`config.mk`:
```
export PLATFORM = sky130hd
export DESIGN_NAME = imm_extend_arbiter
export DESIGN_NICKNAME = d
export VERILOG_FILES = /design/src/rtl/imm_extend_arbiter.sv
export SDC_FILE = /design/constraint.sdc
export NUM_CORES = 1
export LEC_CHECK = 0
export ABC_AREA = 0
export BUFFER_PORTS_ARGS = -buffer_cell sky130_fd_sc_hd__buf_4
export CAP_MARGIN = 20
export CORE_MARGIN = 2
export CORE_UTILIZATION = 50
export CTS_BUF_LIST = sky130_fd_sc_hd__clkbuf_4 sky130_fd_sc_hd__clkbuf_8
export DETAILED_ROUTE_END_ITERATION = 10
export GPL_TIMING_DRIVEN = 0
export PLACE_DENSITY_LB_ADDON = 0.1
export SLEW_MARGIN = 20
export SYNTH_ARGS = -nofsm -noshare
export SYNTH_HDL_FRONTEND = slang
export SYNTH_SLANG_ARGS = --single-unit
```
`constraint.sdc`:
```
create_clock -name clk -period 4.2 [get_ports clk]
set_input_delay 0.84 -clock clk [delete_from_list [all_inputs] [get_ports clk]]
set_output_delay 0.84 -clock clk [all_outputs]
set_load 0.005 [all_outputs]
```
`src/rtl/imm_extend_arbiter.sv`:
```
// imm_extend_arbiter: shares one byte-to-word extension unit between the
// decode immediate path (req0) and the load-byte path (req1).
// Ports: clk, reset (sync, active-high); reqN_valid/byte/mode in, reqN_ready
// out; out_valid/out_data/out_tag out with out_ready in; busy, err_timeout.
// Optional macro HOLD_TIMEOUT_EN adds a HOLD_HI watchdog of TIMEOUT cycles.
module imm_extend_arbiter #(
    parameter int IN_W    = 8,
    parameter int TIMEOUT = 15
) (
    input  logic              clk,
    input  logic              reset,
    input  logic              req0_valid,
    input  logic [IN_W-1:0]   req0_byte,
    input  logic [1:0]        req0_mode,
    output logic              req0_ready,
    input  logic              req1_valid,
    input  logic [IN_W-1:0]   req1_byte,
    input  logic [1:0]        req1_mode,
    output logic              req1_ready,
    output logic              out_valid,
    output logic [2*IN_W-1:0] out_data,
    output logic              out_tag,
    input  logic              out_ready,
    output logic              busy,
    output logic              err_timeout
);

    typedef enum logic {
        S_IDLE = 1'b0,
        S_HOLD = 1'b1
    } state_t;

    localparam logic [1:0] M_HI   = 2'b10;
    localparam logic [1:0] M_SEXT = 2'b01;

    state_t            state_q, state_d;
    logic [IN_W-1:0]   hi_q, hi_d;
    logic              lock_q, lock_d;
    logic              rr_q, rr_d;
    logic              out_valid_q, out_valid_d;
    logic [2*IN_W-1:0] out_data_q, out_data_d;
    logic              out_tag_q, out_tag_d;
    logic              busy_q, busy_d;

    logic              slot_free;
    logic              have_cand;
    logic              cand;
    logic              cand_valid;
    logic [IN_W-1:0]   cand_byte;
    logic [1:0]        cand_mode;
    logic              cand_hi;
    logic              cand_rdy;
    logic              accept;
    logic              load;
    logic              abort;

    assign slot_free = !out_valid_q || out_ready;

    // HOLD_HI locks the grant; otherwise the rr pointer breaks ties.
    always_comb begin
        have_cand = 1'b0;
        cand      = 1'b0;
        if (state_q == S_HOLD) begin
            have_cand = 1'b1;
            cand      = lock_q;
        end else if (req0_valid && req1_valid) begin
            have_cand = 1'b1;
            cand      = rr_q;
        end else if (req0_valid) begin
            have_cand = 1'b1;
            cand      = 1'b0;
        end else if (req1_valid) begin
            have_cand = 1'b1;
            cand      = 1'b1;
        end
    end

    assign cand_valid = cand ? req1_valid : req0_valid;
    assign cand_byte  = cand ? req1_byte  : req0_byte;
    assign cand_mode  = cand ? req1_mode  : req0_mode;
    assign cand_hi    = (cand_mode == M_HI);

    // A high-byte capture never touches the output slot, so it
    // does not wait for the slot to drain.
    assign cand_rdy   = have_cand && (cand_hi || slot_free);
    assign req0_ready = cand_rdy && !cand;
    assign req1_ready = cand_rdy && cand;
    assign accept     = cand_rdy && cand_valid;
    assign load       = accept && !cand_hi;

`ifdef HOLD_TIMEOUT_EN
    localparam int CW = $clog2(TIMEOUT + 1);

    logic [CW-1:0] cnt_q, cnt_d;
    logic          err_q;

    // Counter sits at zero outside HOLD_HI, so entry starts from zero.
    always_comb begin
        cnt_d = '0;
        abort = 1'b0;
        if (state_q == S_HOLD && !accept) begin
            if (cnt_q == CW'(TIMEOUT - 1)) begin
                abort = 1'b1;
            end else begin
                cnt_d = cnt_q + 1'b1;
            end
        end
    end

    assign err_timeout = err_q;
`else
    assign abort       = 1'b0;
    assign err_timeout = 1'b0;

    // TIMEOUT only matters when the hold watchdog is compiled in.
    if (TIMEOUT < 1) begin : g_timeout_unused
    end
`endif

    always_comb begin
        state_d     = state_q;
        hi_d        = hi_q;
        lock_d      = lock_q;
        rr_d        = rr_q;
        out_valid_d = out_valid_q && !out_ready;
        out_data_d  = out_data_q;
        out_tag_d   = out_tag_q;
        if (accept && cand_hi) begin
            hi_d    = cand_byte;
            lock_d  = cand;
            state_d = S_HOLD;
        end else if (load) begin
            out_valid_d = 1'b1;
            out_tag_d   = cand;
            rr_d        = !cand;
            state_d     = S_IDLE;
            if (state_q == S_HOLD) begin
                out_data_d = {hi_q, cand_byte};
            end else if (cand_mode == M_SEXT) begin
                out_data_d = {{IN_W{cand_byte[IN_W-1]}}, cand_byte};
            end else begin
                out_data_d = {{IN_W{1'b0}}, cand_byte};
            end
        end else if (abort) begin
            state_d = S_IDLE;
            hi_d    = '0;
            rr_d    = !lock_q;
        end
        busy_d = (state_d == S_HOLD);
    end

    always_ff @(posedge clk) begin
        if (reset) begin
            state_q     <= S_IDLE;
            hi_q        <= '0;
            lock_q      <= 1'b0;
            rr_q        <= 1'b0;
            out_valid_q <= 1'b0;
            out_data_q  <= '0;
            out_tag_q   <= 1'b0;
            busy_q      <= 1'b0;
`ifdef HOLD_TIMEOUT_EN
            cnt_q       <= '0;
            err_q       <= 1'b0;
`endif
        end else begin
            state_q     <= state_d;
            hi_q        <= hi_d;
            lock_q      <= lock_d;
            rr_q        <= rr_d;
            out_valid_q <= out_valid_d;
            out_data_q  <= out_data_d;
            out_tag_q   <= out_tag_d;
            busy_q      <= busy_d;
`ifdef HOLD_TIMEOUT_EN
            cnt_q       <= cnt_d;
            err_q       <= abort;
`endif
        end
    end

    assign out_valid = out_valid_q;
    assign out_data  = out_data_q;
    assign out_tag   = out_tag_q;
    assign busy      = busy_q;

endmodule

```
After elaboration in Yosys (flattened, before gate mapping):

Cells that the tools add are included.
W data, S select, Z words.

* register bits after elaboration: 29
* bits in latches: 0
* bits in writable memories: 0
* memory bits (read-only): 0
* bits of input ports: 25
* output and inout port bits: 22
* logic and storage cells: 42
* memories kept: 0

* $add $sub $neg: 0
* multipliers: 0
* divide/modulo/power cells: 0
* magnitude comparators: 0
* eq/ne operators: 2
* shifts and indexed selects: 0
* mux-type cells: 16
* bitwise gates (word level): 1
* reductions and logical operators: 16

Operator list (count)
* $mux W16: 2
* $mux W1: 12
* $logic_and A1 B1 Y1: 8
* $mux W8: 1
* $logic_not A1 Y1: 4
* $eq A2 B1 Y1 const B: 1
* $eq A2 B2 Y1 const B: 1
* $logic_or A1 B1 Y1: 2
* $mux W2: 1
* $reduce_and A2 Y1: 1
* $reduce_bool A2 Y1: 1
* $not A1 Y1: 1

Longest topological paths before layout:

Gate-level depths: netlist of the first run.

* depth after elaboration: 12
* depth in mapped cells: 8
* mapped depth without buffers: 5

Worst setup path after synthesis of the first run:

Ideal clock, no wire load.

* kind: input to output
* from: in req1_valid
* to: out req0_ready
* data arrival time: 1.741 ns
* data required time: 3.360 ns
* setup slack: 1.619 ns
* stages: 5
* path buffers: 2
* cells stage by stage: nor2b_1 a22o_1 buf_4 buf_4 a211oi_1

* cells in the longest elaborated chain, start to end: 9
* elaborated cells between the ends (all ways): 14
* those cells by class: eq/ne: 1; mux: 8; reduce/logical: 5

Ends and longest elaborated chain
* start: declaration: RTL line 16 `input logic req1_valid,`
* $mux W1: RTL line 72 `end else if (req1_valid) begin`
* $mux W1: RTL line 69 `end else if (req0_valid) begin`
* $mux W1: RTL line 66 `end else if (req0_valid && req1_valid) begin`
* $mux W1: RTL line 63 `if (state_q == S_HOLD) begin`
* $mux W2: RTL line 80 `assign cand_mode = cand ? req1_mode : req0_mode;`
* $eq A2 B2 Y1: RTL line 81 `assign cand_hi = (cand_mode == M_HI);`
* $logic_or A1 B1 Y1: RTL line 85 `assign cand_rdy = have_cand && (cand_hi || slot_free);`
* $logic_and A1 B1 Y1: RTL line 85
* $logic_and A1 B1 Y1 *: RTL line 86 `assign req0_ready = cand_rdy && !cand;`
* end: declaration: RTL line 15 `output logic req0_ready,`

Every way passes the cells marked *; elsewhere a longest branch is shown, timed or not.

Worst setup path after layout of the first run:

Ends and elaborated chain as after synthesis.

==> out/metrics.cfg, run 1 <==
[clocking]
clkTransAtPathRegs_ns=0.12
cts_sinks=29
clock-root-buffer=clkbuf_4
clock_latency_ns=0.34
cts-hold-fix-buffers=0
cts_made_buffers=5
post-cts-setup-buffer-count=0
cts_tree=built
cts_resized=0
htreeDepth=2
cts.path.max_buffers=2

[power_and_ir_drop]
swShare_pct=33.6
p_switching_w=0.000242
p_comb_share_pct=31.1
p_clk_share_pct=23.7
vdd_drop_max_v=0.000225
powerDensity_nw_per_um2=367
p_leak_nw=0.756
internal-power_w=0.000476
power_frac_seq_pct=45.2

[sta]
tightest_slew_ns=0.639
setup-tns-final_ns=0
finalCriticalPeriod_ns=2.93
fmax_ghz=0.342
setup_viol=0
hold_viol_final=0
fin_skew_ns=0.0227
drv_slew=0
rsz0062_at_grt=false
period_share_pct=69.6
maxSlewHeadroom_pct=57.4

[worst_setup_path]
required_ns=3.36
path_cells=buf_4, nor2b_1, a22o_1, buf_4, buf_4, a211oi_1, buf_4
cp_common_cell=buf_4
slowest_delay_ns=0.24
critical_path_class=in -> out
arrival_ns=2.09
cp-start-kind=primary input
cp_slowest_cell=a211oi_1
cp_max_fo=10
cp-end-kind=output pin

[layout]
nFillCells=273
multi_input_area_um2=852
syn2layout_area_growth_pct=27.9
drive_above_1_share_pct=35.8
num_antenna_cells=0
nNetsFinal=250
ff_latch_area_um2=581
utilization_pct=65.6
design_area_um2=1950

[status]
outcome=completed

[yosys]
synthesis.area_um2=1530
ys_ff_latch=29
yosysWarnings=0
syn_inst=174
avgSynthCellArea_um2=8.78
syn_nets=199
ys_seq_area_share_pct=38.0
synth_cell_types=30

[placed_design]
dp_hpwl_um=3020
gp_congestion=0.863
io_buffers=44
placed_cell_area_um2=1900

[floorplanning]
die_area_um2=3510
core_area_um2=2980
io_pins=47
rows=20
start_util_pct=51.3
die_h_um=59.3
die_w_um=59.3

[job]
drv_cap=0

[detailed_routing]
wirelength_um=4060
ant_nets=0
drtIter0Drc=55
num_vias=1538
wire_per_inst_um=15.7
vias_per_cell=5.94
drc=0
dr.pass1.iters=4

[global_route]
gr-total-overflow=0
grt_pass1_vias=1419
antenna_found_initial=0
grt_usage_pct=24.6
grt_max_degree=11
grt_pass1_wl_um=6620

[worst_hold_path]
hp-class=reg -> reg

state kept, by name (all words and copies together), names as in the netlist:
register	cells
out_data	16
hi_q	8
busy	1
lock_q	1
out_tag	1
out_valid	1
rr_q	1
stage by stage:
| step | hold slack, ns | setup WS, ns | std cells | power (W) |
|---|---|---|---|---|
| floorplan | 0.431 | 1.62 | 174 | 0.000462 |
| global placement | 0.443 | 1.32 | 251 | 0.000546 |
| detailed placement | 0.450 | 1.31 | 251 | 0.000553 |
| CTS | 0.463 | 1.29 | 259 | 0.000715 |
| global route | 0.476 | 1.23 | 259 | 0.000754 |
| finish | 0.451 | 1.27 | 259 | 0.000718 |
cells in the final DEF, fill, tap and decap left out, drive strengths merged:
master,count
buf,55
dfxtp,29
a211oi,27
nor2,21
or3,16
o31ai,16
a21oi,12
clkbuf,11
nand2,10
nand2b,4
nor2b,4
nor3,4
nor4bb,2
nand3,2
clkinv,2
a22o,1
a22oi,1
mux2i,1
o21a,1
a221o,1
o211a,1
o21ai,1
a2111oi,1
o31a,1
conb,1
clkinvlp,1
final timing paths:
path	start	end	slack [ns]	cells after the start
max	req1_valid	req0_ready	1.27	7
min	hi_q[4]	out_data[12]	0.45	2
max reg2reg	busy	out_data[11]	2.31	7
min reg2reg	hi_q[4]	out_data[12]	0.45	2
power by group through the flow:
stage	logic (W)	clock network, W	registers (W)
after detailed placement	0.000222	0	0.000332
after CTS	0.000222	0.000168	0.000325
after global placement	0.000216	0	0.000330
after global routing	0.000245	0.000180	0.000329
final	0.000223	0.000170	0.000325
after floorplan	0.000130	0	0.000332
cells by family after synthesis:
logic type / synth area share, %
other: 0.245
multiplexers: 0.655
AND/OR/NAND/NOR: 22.0
AO/OA/AOI/OAI: 32.8
buffers and inverters: 6.22
flip-flops: 38.0
synth_stat cells:
master	number	area (µm²)
dfxtp_1	29	581
a211oi_1	18	135
o31ai_1	16	120
or3_1	16	100
nor2_1	13	48.8
a21oi_1	11	55.1
nand2_1	10	37.5
a211oi_2	9	113
nor2_2	8	50.1
clkbuf_1	6	22.5
buf_4	5	37.5
buf_2	4	20.0
nand2b_1	4	25.0
nor2b_1	4	25.0
nor3_1	4	20.0
nand3_1	2	10.0
nor4bb_1	2	20.0
a2111oi_0	1	8.76
a21oi_2	1	8.76
a221o_1	1	10.0
a22o_1	1	8.76
a22oi_1	1	7.51
buf_1	1	3.75
buf_6	1	11.3
conb_1	1	3.75
mux2i_1	1	10.0
o211a_1	1	10.0
o21a_1	1	7.51
o21ai_2	1	8.76
o31a_1	1	8.76
cell type report:
class | count | area share [%]
Clock buffer | 5 | 1.92
Tap cell | 33 | 2.11
Multi-Input combinational cell | 128 | 43.6
Clock inverter | 3 | 0.896
Buffer | 17 | 4.87
Sequential cell | 29 | 29.7
Timing Repair Buffer | 44 | 16.9
metal layers:
metal / routed length [µm] / vias up / track usage (%)
li1: - / 752 / -
met1: 1750 / 717 / 32.5
met2: 2020 / 63 / 41.1
met3: 259 / 6 / 5.02
met4: 34 / 0 / 5.52
met5: 0 / - / 0
worst max-delay path, delay by kind of cell:
family	cells	cell delay, ns
buffers and inverters	4	0.62
AO/OA/AOI/OAI	2	0.47
AND/OR/NAND/NOR	1	0.14
(Power assumes the default switching activity.)
==> run 2: changes to the inputs <==
--- a/config.mk
+++ b/config.mk
@@ -9,7 +9,7 @@
 export BUFFER_PORTS_ARGS = -buffer_cell sky130_fd_sc_hd__buf_4
 export CAP_MARGIN = 20
 export CORE_MARGIN = 2
-export CORE_UTILIZATION = 50
+export CORE_UTILIZATION = 47
 export CTS_BUF_LIST = sky130_fd_sc_hd__clkbuf_4 sky130_fd_sc_hd__clkbuf_8
 export DETAILED_ROUTE_END_ITERATION = 10
 export GPL_TIMING_DRIVEN = 0
==> constraint.sdc (replaced) <==
create_clock -name clk -period 2.5 [get_ports clk]
set_input_delay 0.5 -clock clk [delete_from_list [all_inputs] [get_ports clk]]
set_output_delay 0.5 -clock clk [all_outputs]
set_load 0.005 [all_outputs]
==> run 2 against run 1 <==
Compared with the run above:
- clock power grew 150%
- sequential share of layout area is 0.78 points lower
- design area rose by 2.7%
- utilization decreased by 0.43 points
- routed wire length shrank 0.76%
- critical path depth did not move
- die area rose by 5.9%
- sequential power is 68% higher
- register-to-register slack got worse by 1.7 ns
- global-route usage is 0.50 points lower
- critical path type is now reg -> out
==> out/metrics.cfg, run 2 (synthesis gave the netlist of run 1 again) <==
[worst_setup_path]
slowest_delay_ns=0.36  ; +0.12 ns
path_cells=buf_4, nor2b_1, a22o_1, buf_4, buf_4, a211oi_2, buf_4
cp_common_cell=buf_4
required_ns=2.00  ; -1.36 ns
critical_path_class=reg -> out
cp_max_fo=10  ; unchanged
arrival_ns=1.85  ; -0.24 ns
cp-start-kind=flop
cp_slowest_cell=dfxtp_1
cp-end-kind=output pin

[clocking]
cts_tree=built
htreeDepth=2  ; unchanged
clkTransAtPathRegs_ns=0.09  ; -0.03 ns
clock_latency_ns=0.34  ; about the same
cts_sinks=29  ; unchanged
clock-root-buffer=clkbuf_4
cts.path.max_buffers=2  ; unchanged
post-cts-setup-buffer-count=0  ; unchanged
cts_made_buffers=5  ; unchanged
cts-hold-fix-buffers=0  ; unchanged

[floorplanning]
core_area_um2=3080  ; +3.4%
rows=20  ; unchanged
die_w_um=61.0  ; +2.9%
io_pins=47  ; unchanged
start_util_pct=49.6  ; -1.7 points
die_area_um2=3720  ; +5.9%
die_h_um=61.0  ; +2.9%

[detailed_routing]
drc=0  ; unchanged
ant_nets=0  ; unchanged
num_vias=1535  ; -0.20%
wire_per_inst_um=14.9  ; -4.8%
vias_per_cell=5.69  ; -4.3%
dr.pass1.iters=4  ; unchanged
wirelength_um=4030  ; -0.76%
drtIter0Drc=43  ; -22%

[sta]
maxSlewHeadroom_pct=57.2  ; -0.19 points
setup_viol=0  ; unchanged
period_share_pct=94.1
tightest_slew_ns=0.642  ; +0.00279 ns
hold_viol_final=0  ; unchanged
fin_skew_ns=0.00474  ; -0.0179 ns
rsz0062_at_grt=false
drv_slew=0  ; unchanged
fmax_ghz=0.425
finalCriticalPeriod_ns=2.35
holdWs_ns=0.468  ; +0.0163 ns
setup-tns-final_ns=0  ; unchanged

[global_route]
grt_pass1_wl_um=6550  ; -1.0%
grt_usage_pct=24.1  ; -0.50 points
grt_max_degree=11  ; unchanged
gr-total-overflow=0  ; unchanged
antenna_found_initial=0  ; unchanged
grt_pass1_vias=1412  ; -0.49%

[placed_design]
io_buffers=44  ; unchanged
gp_congestion=0.891  ; +3.2%
dp_hpwl_um=2970  ; -1.5%

[layout]
nNetsFinal=250  ; unchanged
layout_commonest_cell=buf_4
layout_common_cells=buf_4 (49), dfxtp_1 (29), a211oi_1 (17), or3_1 (16), o31ai_1 (16)
drive_above_1_share_pct=36.3  ; +0.44 points
largest_reg_flops=16  ; unchanged
num_antenna_cells=0  ; unchanged
syn2layout_area_growth_pct=31.4

[power_and_ir_drop]
p_clk_share_pct=31.4  ; +7.7 points
power_frac_seq_pct=40.8  ; -4.4 points
p_switching_w=0.000395  ; +64%
swShare_pct=29.5  ; -4.2 points
powerDensity_nw_per_um2=668  ; +82%
p_comb_share_pct=27.8  ; -3.3 points
vdd_drop_max_v=0.000431  ; +92%
p_leak_nw=0.775  ; +2.5%
internal-power_w=0.000945  ; +98%

[status]
outcome=completed

[worst_hold_path]
hp-class=reg -> reg

[job]
drv_cap=0  ; unchanged

run 2: cell types whose count changed in the layout (fill, tap and decap cells not counted):
cell	delta
a211oi_2	+1
clkinv_2	-2
a211oi_1	-1
bufinv_16	+1
clkbuf_4	+1
clkbuf_8	+1
clkinvlp_4	-1
run 2: worst paths after layout:
kind / cells past startpoint / start / to / slack (ns)
worst min register to register: 2 / rr_q / rr_q / 0.47
worst min-delay path: 2 / rr_q / rr_q / 0.47
worst max-delay path: 7 / busy / req0_ready / 0.15
worst max register to register: 7 / busy / out_data[14] / 0.57
run 2: layout make-up:
class | instances | area [µm²]
Fill cell | 280 | 1070
Multi-Input combinational cell | 128 | 857
Sequential cell | 29 | 581
Timing Repair Buffer | 44 | 330
Buffer | 17 | 95.1
Clock buffer | 7 | 58.8
Tap cell | 44 | 55.1
Clock inverter | 1 | 30.0
run 2: power groups by stage:
stage	sequential [W]	combinational (W)	clock [W]
2_1_floorplan	0.000558	0.000219	0
3_3_place_gp	0.000554	0.000363	0
3_5_place_dp	0.000557	0.000370	0
4_1_cts	0.000547	0.000372	0.000427
5_1_grt	0.000552	0.000411	0.000449
6_report	0.000546	0.000372	0.000421
run 2: routing by layer:
layer / global-route usage [%] / vias up / wire [µm]
li1: - / 750 / -
met1: 30.4 / 727 / 1740
met4: 8.70 / 0 / 85
met3: 7.14 / 10 / 233
met5: 0 / - / 0
met2: 39.3 / 48 / 1970
run 2: stage by stage:
step | cells | util, % | setup WS, ns | instance area, µm² | total power (W)
after global placement | 262 | 62.2 | 0.301 | 1910 | 0.000917
after CTS | 270 | 65.0 | 0.0977 | 2000 | 0.00135
after detailed placement | 262 | 62.2 | 0.292 | 1910 | 0.000927
final | 270 | 65.2 | 0.148 | 2010 | 0.00134
after floorplan | 174 | - | 0.599 | 1530 | 0.000776
after global routing | 270 | 65.2 | 0.0492 | 2010 | 0.00141
run 2: worst max-delay path, delay by kind of cell, from the launching register on:
family,cells,cell delay [ns]
buffers and inverters,4,0.65
AO/OA/AOI/OAI,2,0.43
flip-flops,1,0.36
AND/OR/NAND/NOR,1,0.08
run 2: timing repair:
| item | CTS | global route |
|---|---|---|
| hold endpoints to repair | 0 | 0 |
| resized for setup | 0 | 1 |
| setup endpoints to repair | 0 | 1 |
==> run 3: changes to the inputs <==
--- a/config.mk
+++ b/config.mk
@@ -8,8 +8,10 @@
 export ABC_AREA = 0
 export BUFFER_PORTS_ARGS = -buffer_cell sky130_fd_sc_hd__buf_4
 export CAP_MARGIN = 20
+export CELL_PAD_IN_SITES_DETAIL_PLACEMENT = 0
+export CELL_PAD_IN_SITES_GLOBAL_PLACEMENT = 1
 export CORE_MARGIN = 2
-export CORE_UTILIZATION = 47
+export CORE_UTILIZATION = 35
 export CTS_BUF_LIST = sky130_fd_sc_hd__clkbuf_4 sky130_fd_sc_hd__clkbuf_8
 export DETAILED_ROUTE_END_ITERATION = 10
 export GPL_TIMING_DRIVEN = 0
==> run 3 against run 2 <==
Compared with the run above:
- total power increased by 7.6%
- worst setup slack got worse by 0.024 ns
- final cell count increased by 3.0%
- clock skew decreased by 0.0026 ns
- critical path type unchanged
- maximum frequency decreased by 1.0%
- critical path depth unchanged
- via count decreased by 2.1%
- sequential cell count unchanged
==> out/metrics.cfg, run 3 (synthesis gave the netlist of run 1 again) <==
[global_route]
gr-max-usage-layer=met2
grt.met1_usage_pct=24.8  ; -5.5 points
grt_pass1_wl_um=7440  ; +14%
grt_max_degree=11  ; unchanged
grt_pass1_vias=1491  ; +5.6%
gr-usage-met3_pct=5.63  ; -1.5 points
antenna_found_initial=0  ; unchanged
grt_usage_pct=19.5  ; -4.6 points
gr-total-overflow=0  ; unchanged
gr-usage-met2_pct=31.4  ; -7.9 points

[job]
drv_cap=0  ; unchanged

[layout]
largest_reg_flops=16  ; unchanged
design_area_um2=2040  ; +1.8%
nNetsFinal=250  ; unchanged
layout_commonest_cell=buf_4
num_antenna_cells=0  ; unchanged
layout_common_cells=buf_4 (49), dfxtp_1 (29), a211oi_1 (18), or3_1 (16), o31ai_1 (16)
syn2layout_area_growth_pct=33.7
utilization_pct=47.9  ; -17 points
drive_above_1_share_pct=35.8  ; -0.44 points

[sta]
rsz0062_at_grt=false
hold_viol_final=0  ; unchanged
fin_skew_ns=0.00212  ; -0.00262 ns
drv_slew=0  ; unchanged
holdWs_ns=0.463  ; -0.00485 ns
tightest_slew_ns=0.700  ; +0.0586 ns
period_share_pct=95.0  ; +0.96 points
layout_setup_ws_ns=0.125  ; -0.0239 ns
finalCriticalPeriod_ns=2.38  ; +0.0239 ns
setup-tns-final_ns=0  ; unchanged
maxSlewHeadroom_pct=53.3  ; -3.9 points
fmax_ghz=0.421  ; -1.0%
setup_viol=0  ; unchanged

[clocking]
post-cts-setup-buffer-count=0  ; unchanged
clock_latency_ns=0.29  ; -0.05 ns
cts_sinks=29  ; unchanged
cts_made_buffers=5  ; unchanged
cts-hold-fix-buffers=0  ; unchanged
htreeDepth=2  ; unchanged
clock-root-buffer=clkbuf_8
cts.path.max_buffers=2  ; unchanged
cts_tree=built
cts_resized=0  ; unchanged
clkTransAtPathRegs_ns=0.06  ; -0.03 ns

[detailed_routing]
ant_nets=0  ; unchanged
wirelength_um=4490  ; +11%
dr.pass1.iters=4  ; unchanged
drc=0  ; unchanged
num_vias=1502  ; -2.1%
wire_per_inst_um=16.1  ; +8.1%
drtIter0Drc=113  ; +160%
vias_per_cell=5.40  ; -5.0%

[worst_setup_path]
startpoint=busy
cp_max_fo=10  ; unchanged
required_ns=2.00  ; about the same
timing.rr.start=busy
reg2reg_depth=7  ; unchanged
endpoint=req0_ready
rr_endpoint=hi_q[2]
cp-end-kind=output pin
arrival_ns=1.88  ; +0.03 ns
cp-start-kind=flop
critical_path_class=reg -> out
r2r_slack_ns=0.62  ; +0.05 ns

[floorplanning]
die_h_um=70.1  ; +15%
rows=24  ; +20%
start_util_pct=35.8  ; -14 points
die_area_um2=4910  ; +32%
io_pins=47  ; unchanged
core_area_um2=4260  ; +39%
die_w_um=70.1  ; +15%

[power_and_ir_drop]
powerDensity_nw_per_um2=705  ; +5.7%
vdd_drop_max_v=0.000250  ; -42%
p_leak_nw=0.787  ; +1.5%

[placed_design]
placed_cell_area_um2=1920  ; +0.52%
io_buffers=44  ; unchanged
gp_congestion=0.820  ; -8.0%
dp_slack_ns=0.272  ; -0.0196 ns
dp_hpwl_um=3250  ; +9.5%

[status]
outcome=completed

[worst_hold_path]
hp-class=reg -> reg

[run 3: cell counts in the layout (fill, tap and decap cells not counted)]
Identical to the previous run, type by type.
[run 3: worst min-delay path by stage]
stage,startpoint,to,slack (ns),cells past startpoint
floorplan,rr_q,rr_q,0.43,2
global placement,out_tag,out_tag,0.45,2
detailed placement,hi_q[4],out_data[12],0.46,2
CTS,hi_q[4],out_data[12],0.47,2
global route,rr_q,rr_q,0.49,2
finish,rr_q,rr_q,0.46,2
[run 3: worst max-delay path, cell delays in order, from the launching register on]
cell and delay (ns):
dfxtp_1 0.34, buf_4 0.17, nor2b_1 0.08, a22o_1 0.23
buf_4 0.18, buf_4 0.18, a211oi_1 0.25, buf_4 0.16
[run 3: where the power goes]
part           leakage [nW]  total (W)  internal [W]  switching, W
combinational         0.486   0.000375      0.000178      0.000197
sequential            0.240   0.000547      0.000517     0.0000307
clock                0.0619   0.000519      0.000335      0.000184
[run 3: routing by layer]
metal	vias up	share of wire, %
li1	754	-
met1	699	45
met2	42	49
met3	7	5.0
met4	0	1.8
met5	-	0
[run 3: cell type report]
cell class,count,area (µm²)
fill,446,2220
multi-input combinational,128,852
sequential,29,581
timing repair buffer,44,330
buffer,17,95.1
clock buffer,7,90.1
tap,52,65.1
clock inverter,1,30.0
[run 3: metrics by stage]
step | power (W) | instances
final | 0.00144 | 278
after global routing | 0.00152 | 278
after CTS | 0.00145 | 278
after detailed placement | 0.000934 | 270
after global placement | 0.000926 | 270
after floorplan | 0.000776 | 174
